==> config.mk <==
export PLATFORM = sky130hd
export DESIGN_NAME = mac_layer_sequencer
export DESIGN_NICKNAME = d
export VERILOG_FILES = /design/src/rtl/mac_layer_sequencer.sv
export SDC_FILE = /design/constraint.sdc
export NUM_CORES = 1
export LEC_CHECK = 0
export CAP_MARGIN = 20
export CORE_MARGIN = 3
export CORE_UTILIZATION = 35
export DETAILED_ROUTE_END_ITERATION = 6
export PLACE_DENSITY = 0.69
export SETUP_SLACK_MARGIN = 0.05
export SLEW_MARGIN = 20
export SYNTH_ARGS = -nofsm -noshare
export SYNTH_HDL_FRONTEND = slang
export SYNTH_SLANG_ARGS = --single-unit
==> constraint.sdc <==
create_clock -name clk -period 3.52 [get_ports clk]
set_input_delay 0.528 -clock clk [delete_from_list [all_inputs] [get_ports clk]]
set_output_delay 0.528 -clock clk [all_outputs]
set_load 0.01 [all_outputs]
==> src/rtl/mac_layer_sequencer.sv <==
// -----------------------------------------------------------------------------
// mac_layer_sequencer
//
// Sequences a 4x4 systolic MAC array through one or more back-to-back layers.
// A feature block captured on start is presented to the array one row per
// cycle. The sequencer then waits for the array's result strobe. On
// intermediate layers the result is fed back as the next layer's rows. On the
// final layer the result is published on result_out.
//
// Optional feature: define ACTIVATION_RELU_EN to clamp negative signed
// ROW_W-bit lanes of mac_result to zero before capture. The default build
// captures mac_result unmodified. Control timing is the same in both builds.
//
// Ports:
//   clk           in   clock, all state on rising edge
//   reset         in   asynchronous, active-low reset
//   start         in   single-cycle run request, accepted only in IDLE
//   num_layers    in   layers to run (0 is treated as 1), sampled on start
//   feature_in    in   layer-0 feature block, sampled on start
//   mac_load      out  pulse on the first row of each layer
//   row_valid     out  row_data carries a valid row
//   row_data      out  current row to the array
//   mac_valid_out in   array result-valid strobe
//   mac_result    in   array result block
//   result_out    out  final-layer result, held until overwritten
//   result_valid  out  one-cycle pulse when result_out updates
//   busy          out  high in any state except IDLE
//   layer_idx     out  0-based index of the layer in progress
//   timeout_err   out  sticky wait timeout, cleared on the next accepted start
// -----------------------------------------------------------------------------
module mac_layer_sequencer #(
  parameter int ROW_W       = 32,
  parameter int N_ROWS      = 4,
  parameter int TIMEOUT_CYC = 64,
  parameter int LAYER_W     = 4
) (
  input  logic                      clk,
  input  logic                      reset,
  input  logic                      start,
  input  logic [LAYER_W-1:0]        num_layers,
  input  logic [ROW_W*N_ROWS-1:0]   feature_in,
  output logic                      mac_load,
  output logic                      row_valid,
  output logic [ROW_W-1:0]          row_data,
  input  logic                      mac_valid_out,
  input  logic [ROW_W*N_ROWS-1:0]   mac_result,
  output logic [ROW_W*N_ROWS-1:0]   result_out,
  output logic                      result_valid,
  output logic                      busy,
  output logic [LAYER_W-1:0]        layer_idx,
  output logic                      timeout_err
);

  localparam int BLK_W     = ROW_W * N_ROWS;
  localparam int ROW_CNT_W = (N_ROWS > 1) ? $clog2(N_ROWS) : 1;
  localparam int TMO_W     = (TIMEOUT_CYC > 1) ? $clog2(TIMEOUT_CYC) : 1;

  typedef enum logic [1:0] {
    S_IDLE = 2'd0,
    S_FEED = 2'd1,
    S_WAIT = 2'd2,
    S_DONE = 2'd3
  } state_e;

  state_e                 state_q,       state_d;
  logic [BLK_W-1:0]       buf_q,         buf_d;
  logic [BLK_W-1:0]       result_q,      result_d;
  logic [ROW_CNT_W-1:0]   row_cnt_q,     row_cnt_d;
  logic [TMO_W-1:0]       tmo_cnt_q,     tmo_cnt_d;
  logic [LAYER_W-1:0]     layers_q,      layers_d;
  logic [LAYER_W-1:0]     layer_idx_q,   layer_idx_d;
  logic                   timeout_err_q, timeout_err_d;

  logic [ROW_W-1:0]       rows [N_ROWS];
  logic [BLK_W-1:0]       mac_result_act;

  // Result post-processing applied before capture into the buffer or result_out.
  function automatic logic [BLK_W-1:0] activate(input logic [BLK_W-1:0] blk);
    logic [BLK_W-1:0] res;
    res = blk;
`ifdef ACTIVATION_RELU_EN
    for (int i = 0; i < N_ROWS; i++) begin
      if (blk[i*ROW_W + ROW_W - 1]) res[i*ROW_W +: ROW_W] = '0;
    end
`endif
    return res;
  endfunction

  assign mac_result_act = activate(mac_result);

  // Row 0 is the most significant slice of the block.
  always_comb begin
    for (int i = 0; i < N_ROWS; i++) begin
      rows[i] = buf_q[(N_ROWS-1-i)*ROW_W +: ROW_W];
    end
  end

  // Next-state logic.
  always_comb begin
    // NOTE: every _d signal is defaulted to its _q value first, so no path
    // can leave one unassigned and infer a latch.
    state_d       = state_q;
    buf_d         = buf_q;
    result_d      = result_q;
    row_cnt_d     = row_cnt_q;
    tmo_cnt_d     = tmo_cnt_q;
    layers_d      = layers_q;
    layer_idx_d   = layer_idx_q;
    timeout_err_d = timeout_err_q;

    unique case (state_q)
      S_IDLE: begin
        if (start) begin
          buf_d         = feature_in;
          layers_d      = (num_layers == '0) ? LAYER_W'(1) : num_layers;
          layer_idx_d   = '0;
          timeout_err_d = 1'b0;
          row_cnt_d     = '0;
          state_d       = S_FEED;
        end
      end

      S_FEED: begin
        // The row counter parks on the last row so row_data holds it in WAIT.
        if (row_cnt_q == ROW_CNT_W'(N_ROWS - 1)) begin
          tmo_cnt_d = '0;
          state_d   = S_WAIT;
        end else begin
          row_cnt_d = row_cnt_q + ROW_CNT_W'(1);
        end
      end

      S_WAIT: begin
        tmo_cnt_d = tmo_cnt_q + TMO_W'(1);
        // A strobe wins over a timeout on the same cycle.
        if (mac_valid_out) begin
          if (layer_idx_q == layers_q - LAYER_W'(1)) begin
            result_d = mac_result_act;
            state_d  = S_DONE;
          end else begin
            buf_d       = mac_result_act;
            layer_idx_d = layer_idx_q + LAYER_W'(1);
            row_cnt_d   = '0;
            state_d     = S_FEED;
          end
        end else if (tmo_cnt_q == TMO_W'(TIMEOUT_CYC - 1)) begin
          timeout_err_d = 1'b1;
          state_d       = S_IDLE;
        end
      end

      S_DONE: begin
        state_d = S_IDLE;
      end

      default: begin
        state_d = S_IDLE;
      end
    endcase
  end

  always_ff @(posedge clk or negedge reset) begin
    if (!reset) begin
      state_q       <= S_IDLE;
      // NOTE: the feature buffer is ordinary flops rather than a RAM, so it is
      // reset too; row_data reads straight from it and must be 0 out of reset.
      buf_q         <= '0;
      result_q      <= '0;
      row_cnt_q     <= '0;
      tmo_cnt_q     <= '0;
      layers_q      <= '0;
      layer_idx_q   <= '0;
      timeout_err_q <= 1'b0;
    end else begin
      // NOTE: non-blocking assignments, so every register samples the
      // pre-edge values regardless of statement order.
      state_q       <= state_d;
      buf_q         <= buf_d;
      result_q      <= result_d;
      row_cnt_q     <= row_cnt_d;
      tmo_cnt_q     <= tmo_cnt_d;
      layers_q      <= layers_d;
      layer_idx_q   <= layer_idx_d;
      timeout_err_q <= timeout_err_d;
    end
  end

  assign row_valid    = (state_q == S_FEED);
  assign mac_load     = (state_q == S_FEED) && (row_cnt_q == '0);
  assign row_data     = rows[row_cnt_q];
  assign result_out   = result_q;
  assign result_valid = (state_q == S_DONE);
  assign busy         = (state_q != S_IDLE);
  assign layer_idx    = layer_idx_q;
  assign timeout_err  = timeout_err_q;

endmodule

After elaboration in Yosys (flattened, before gate mapping)
Index checks and enable logic that the tools add are counted.
Widths: inputs -> output; s select.
{ "word_totals": {"ff_bits": 275, "in_bits": 264, "out_inout_bits": 169, "wordCells": 72} }
{ "classes": {"addsub": 4, "magnitude_cmp": 1, "eq_ne": 14, "n_mux": 29, "bitwise_logic": 1, "n_reduce_logical": 15} }
{ "op_table": {"columns": ["op", "n"], "rows": [
  ["$mux 128", 3],
  ["$pmux 128 s2", 1],
  ["$bmux 32 s2", 1],
  ["$mux 32", 2],
  ["$mux 2", 9],
  ["$mux 4", 4],
  ["$ne 2x2->1 const B", 6],
  ["$pmux 6 s2", 1],
  ["$pmux 2 s4", 1],
  ["$pmux 4 s2", 1],
  ["$reduce_and 4->1", 2],
  ["$add 6x1->6 const B", 1],
  ["$eq 2x2->1 const B", 3],
  ["$eq 6x6->1 const B", 1],
  ["$mux 6", 1],
  ["$pmux 2 s3", 1],
  ["$reduce_and 3->1", 2],
  ["$reduce_bool 2->1", 3],
  ["$reduce_and 5->1", 1],
  ["$add 4x1->4 const B", 1],
  ["$eq 4x4->1", 1],
  ["$logic_not 2->1", 2],
  ["$logic_not 4->1", 1],
  ["$reduce_and 2->1", 2],
  ["11 further kinds", 13]
]} }

Depth between registers and ports, before layout
{ "logic_depth": {"depth_word": 5, "depth_mapped": 9, "depth_no_buf": 6} }

Least setup slack after synthesis
OpenSTA, ideal clock, no wires.
{ "synth_timing": {"path_kind": "register to register", "startpoint": "register layers_q[0]", "endpoint": "register result_q[106], in the netlist result_out[106]", "setup_ps": 127, "arrival_time_ps": 2378, "t_required_ps": 3393, "slack_ps": 1015, "path_stages_with_launch": 10, "n_path_buf": 3, "synth_period_minus_slack_ps": 2505, "cell_sequence": "dfrtp_1 inv_1 ha_1 xor3_1 or3_1 buf_4 nor3_4 buf_12 buf_12 mux2_1"} }
{ "synth_between": {"elab_chain_len": 3} }
{ "synth_lines": {"columns": ["element", "line", "rtl"], "rows": [
  ["from (decl)", "70", "logic [LAYER_W-1:0] layers_q, layers_d;"],
  ["from (signal assigned)", "182", "layers_q <= layers_d;"],
  ["$sub 4x1->4", "137", "if (layer_idx_q == layers_q - LAYER_W'(1)) begin"],
  ["$eq 4x4->1", "137", null],
  ["$reduce_and 3->1 (no source line)", null, null],
  ["to (signal assigned)", "179", "result_q <= result_d;"],
  ["to (decl)", "67", "logic [BLK_W-1:0] result_q, result_d;"]
]} }
Every way passes these cells.
A chain may end at the register's enable or synchronous reset.

Worst setup path in the final report
{ "layout_timing": {"startpoint": "register row_cnt_q[0]", "endpoint": "output port row_data[6]"} }
{ "layout_between": {"elab_chain_len": 4} }
{ "layout_lines": {"columns": ["element", "line", "rtl"], "rows": [
  ["from (decl)", "68", "logic [ROW_CNT_W-1:0] row_cnt_q, row_cnt_d;"],
  ["from (signal assigned)", "180", "row_cnt_q <= row_cnt_d;"],
  ["$not 2->3 (implied by the code)", "190", "assign row_data = rows[row_cnt_q];"],
  ["$bmux 32 s2", "190", null],
  ["$mux 32 (implied by the code) (2 in a row)", "190", null],
  ["to (decl)", "44", "output logic [ROW_W-1:0] row_data,"]
]} }
Every way passes these cells. The select of a mux whose other input is x is not followed.

==> results.txt <==
- The run finished, with violations left.
* Failing checks: negative hold slack
* Routability congestion estimate from global placement: 0.859
- For this run, design rule violations remaining after detail routing come to 0.
* CORE AREA: 37900 sq um
- Averaged over all synthesized cells, the footprint is 11.7 sq um.
- For this block, the via count after detailed routing is 11100.
- The placed instances occupy a cell area of 18200 sq um.
- Overall overflow remaining after global route: 0
- Sequential-to-total area share from yosys stat: 50.8%
* Top area cells in the synthesized netlist: dfrtp_1 (51%), o211ai_1 (14%), mux2_4 (10%)
* H-tree levels: 2
* Clock-pin slew on the worst setup and hold paths: 0.06 ns
- Post-Syn Instances: 1158
- From left edge to right edge, the die measures 203 um.
* Total of warnings raised by yosys: 0
* Arrival time worst endpoint: 2.74 ns
- Average routed wire per standard cell: 23.3 um
* Most repeated cell in the gate-level netlist after synthesis: nand2_1
- Global routing used 22.8% of the available tracks.
- The tightest min-delay check is of the primary input to asynchronous set/reset pin type.
- Once the floorplan was initialized, standard cells occupied 35.7% of the core.
- After routing the design area is 19400 sq um.
* Worst Clk Skew: 0.0142 ns
- In this run the tightest slew margin relative to its limit is 30.0%.
- The number of cells on the worst reg-to-reg path is 7.
- After layout, the worst path uses 92.7% of the clock period.
- In the synthesized netlist the dominant register cell turns out to be dfrtp_1.
* Kind of capture point of the worst setup path: output port
- CTS tree: yes
* Number of setup violations in the final report: 0
- For this run, the share of the core covered by cells in the final layout is 51.1%.
* Signed area change from the synthesized netlist to the final layout: 43.3%
- Once layout is complete, the cells apart from fillers number 2079.
* CP Max Fanout: 19
- Net count of the mapped netlist: 1427
- The critical path is of the register to output port type.
- The floorplan step defined a die boundary enclosing 41100 sq um.
- The biggest area contributor in the post-synthesis netlist is dfrtp_1.
* Final max-slew violation count: 0
* Highest achievable clock rate: 306 MHz
* Worst-margin pin slew: 1.05 ns
* Worst reg2reg endpoint: result_out[4]$_DFFE_PN0P_
- Initial DRC Count: 735
* Number of filler instances in the final layout: 3339
* Number of placed instances, taps included: 2015
- Port Buffer Count: 432
- The clock passes through at most 3 buffers.
- Final hold analysis gives a worst-case slack of -0.0137 ns.
* Final routed wirelength across all metal layers: 48.4 mm
* TritonCTS Buffers: 34
- Once detail routing completed, the nets flagged for antenna violations numbered 0.
- Proportion of register bits with asynchronous set or reset after synthesis: 100%
- Register bit count reported by yosys: 275
- Setup TNS: 0 ns
- At the worst endpoint, the required time is 2.99 ns.
- PwrDens: 898 nW/um^2
- List of most frequent post-synthesis cells: nand2_1 (277), dfrtp_1 (275), o211ai_1 (256)
- Die outline height: 203 um
- Maximum number of pins on one net before global-route repair: 90
- Number of flops mapped to enable cells by yosys: 0
- Across the run, the number of max-cap violations was 0.
* Number of ports placed on the die boundary: 433
- IR analysis of the VDD net gives a maximum drop of 0.629 mV.
- Number of global-route vias before repair: 11400
- Post-synth top area share: 50.8%
- Hold repair after CTS inserted 0 buffers.
- In this run the clock root is driven by a clkbuf_16.
- The number of antenna violations at the first check in global routing was 6.
* Post-CTS Setup Repair Bufs: 0
- At the end of the flow, the number of nets in the layout was 1809.
- The initialized floorplan defines 71 standard-cell rows.
- The netlist uses 47 different library cells.
- After legalization and detailed placement, the total HPWL measured 34.6 mm.
- The worst path in the final design needs a cycle of 3.26 ns, including I/O delays and setup.
* Share of layout cells above drive strength 1: 14.3%
- Unrepaired setup endpoints after global routing: false
- Post-CTS repair changed the size of 0 cells.
* Register-to-Register Setup Slack: 0.57 ns
- Pre-Repair DR Iteration Count: 4
- The total count of hold-check failures in the final report was 3.
- Per-cell via count in the routed design: 5.36
- The startpoint identified for the worst register-to-register timing path is layers_q[0]$_DFFE_PN0P_.
- At the later pin of the worst-skew pair, clock insertion delay measures 0.52 ns.
* Startpoint types: register
- Syn Std Cell Area: 13500 sq um
- Leak Pwr: 7.94 nW
* # clock sinks: 275
- Global-route wire length before repair: 72.3 mm
==> where the power goes <==
group          total (mW)  internal [mW]  switching [mW]
clock network        3.55           2.17            1.38
registers            5.78           4.58            1.20
logic                8.08           4.13            3.95
total                17.4           10.9            6.52
==> final cells by class <==
cell class | instances | area (sq um) | share of cell area [%]
tap | 511 | 639 | 3.30
clock buffer | 51 | 1070 | 5.51
timing repair buffer | 457 | 4650 | 24.0
sequential | 275 | 6880 | 35.5
antenna | 4 | 10.0 | 0.0516
clock inverter | 9 | 77.6 | 0.400
multi-input combinational | 766 | 6040 | 31.1
inverter | 6 | 22.5 | 0.116
==> worst max-delay path by stage <==
stage,start,end,depth (start not counted)
after global placement,layers_q[0]$_DFFE_PN0P_,result_out[3]$_DFFE_PN0P_,7
after floorplan,layers_q[0]$_DFFE_PN0P_,result_out[106]$_DFFE_PN0P_,9
final,row_cnt_q[0]$_DFFE_PN0P_,row_data[6],3
after CTS,row_cnt_q[0]$_DFFE_PN0P_,row_data[21],3
after global routing,row_cnt_q[0]$_DFFE_PN0P_,row_data[6],3
after detailed placement,layers_q[0]$_DFFE_PN0P_,result_out[4]$_DFFE_PN0P_,7
==> layout by cell type (no fill, tap or decap), types with 6 or more instances in the layout <==
cell type,instances
mux2_4,90
clkdlybuf4s50_1,431
nand2_1,276
clkbuf_16,37
nor2_1,6
buf_4,14
mux2_1,30
clkbuf_8,9
o21ai_0,12
dfrtp_1,273
mux2_2,8
o211ai_1,256
buf_12,11
inv_1,6
clkinv_2,6
mux4_2,32
==> worst max-delay path, stage by stage, from the launching register on <==
cell             delay [ns]
dfrtp_2                0.83
buf_12                 0.27
mux4_2                 0.52
clkdlybuf4s50_1        0.57
==> cell families after synthesis <==
| family | Yosys count | synth area share [%] |
|---|---|---|
| multiplexers | 160 | 18.5 |
| AND/OR/NAND/NOR | 306 | 8.90 |
| buffers and inverters | 117 | 4.87 |
| XOR/XNOR | 7 | 0.564 |
| adder cells (fa/ha/maj) | 5 | 0.462 |
| flip-flops | 275 | 50.8 |
| AO/OA/AOI/OAI | 288 | 15.9 |
==> sequential cells by signal, summed over array words and instances, names as in the netlist <==
register	count
layer_idx	4
timeout_err	1
row_cnt_q	2
state_q	2
buf_q	128
tmo_cnt_q	6
layers_q	4
result_out	128
==> through the flow <==
step	total power [mW]	setup WS (ns)
6_report	17.4	0.256
3_5_place_dp	13.9	0.573
3_3_place_gp	13.8	0.615
2_1_floorplan	9.76	1.01
5_1_grt	18.3	0.139
4_1_cts	17.5	0.191
==> per-layer routing <==
metal	vias up	routed length, um	global-route usage, %	share of wire (%)
met1	5635	21800	33.1	45
met3	56	3560	5.37	7.3
li1	5004	-	-	-
met2	440	22200	35.0	46
met4	4	884	5.20	1.8
met5	-	34	0	0.070
Note: power is estimated with default switching activity, not from simulation.
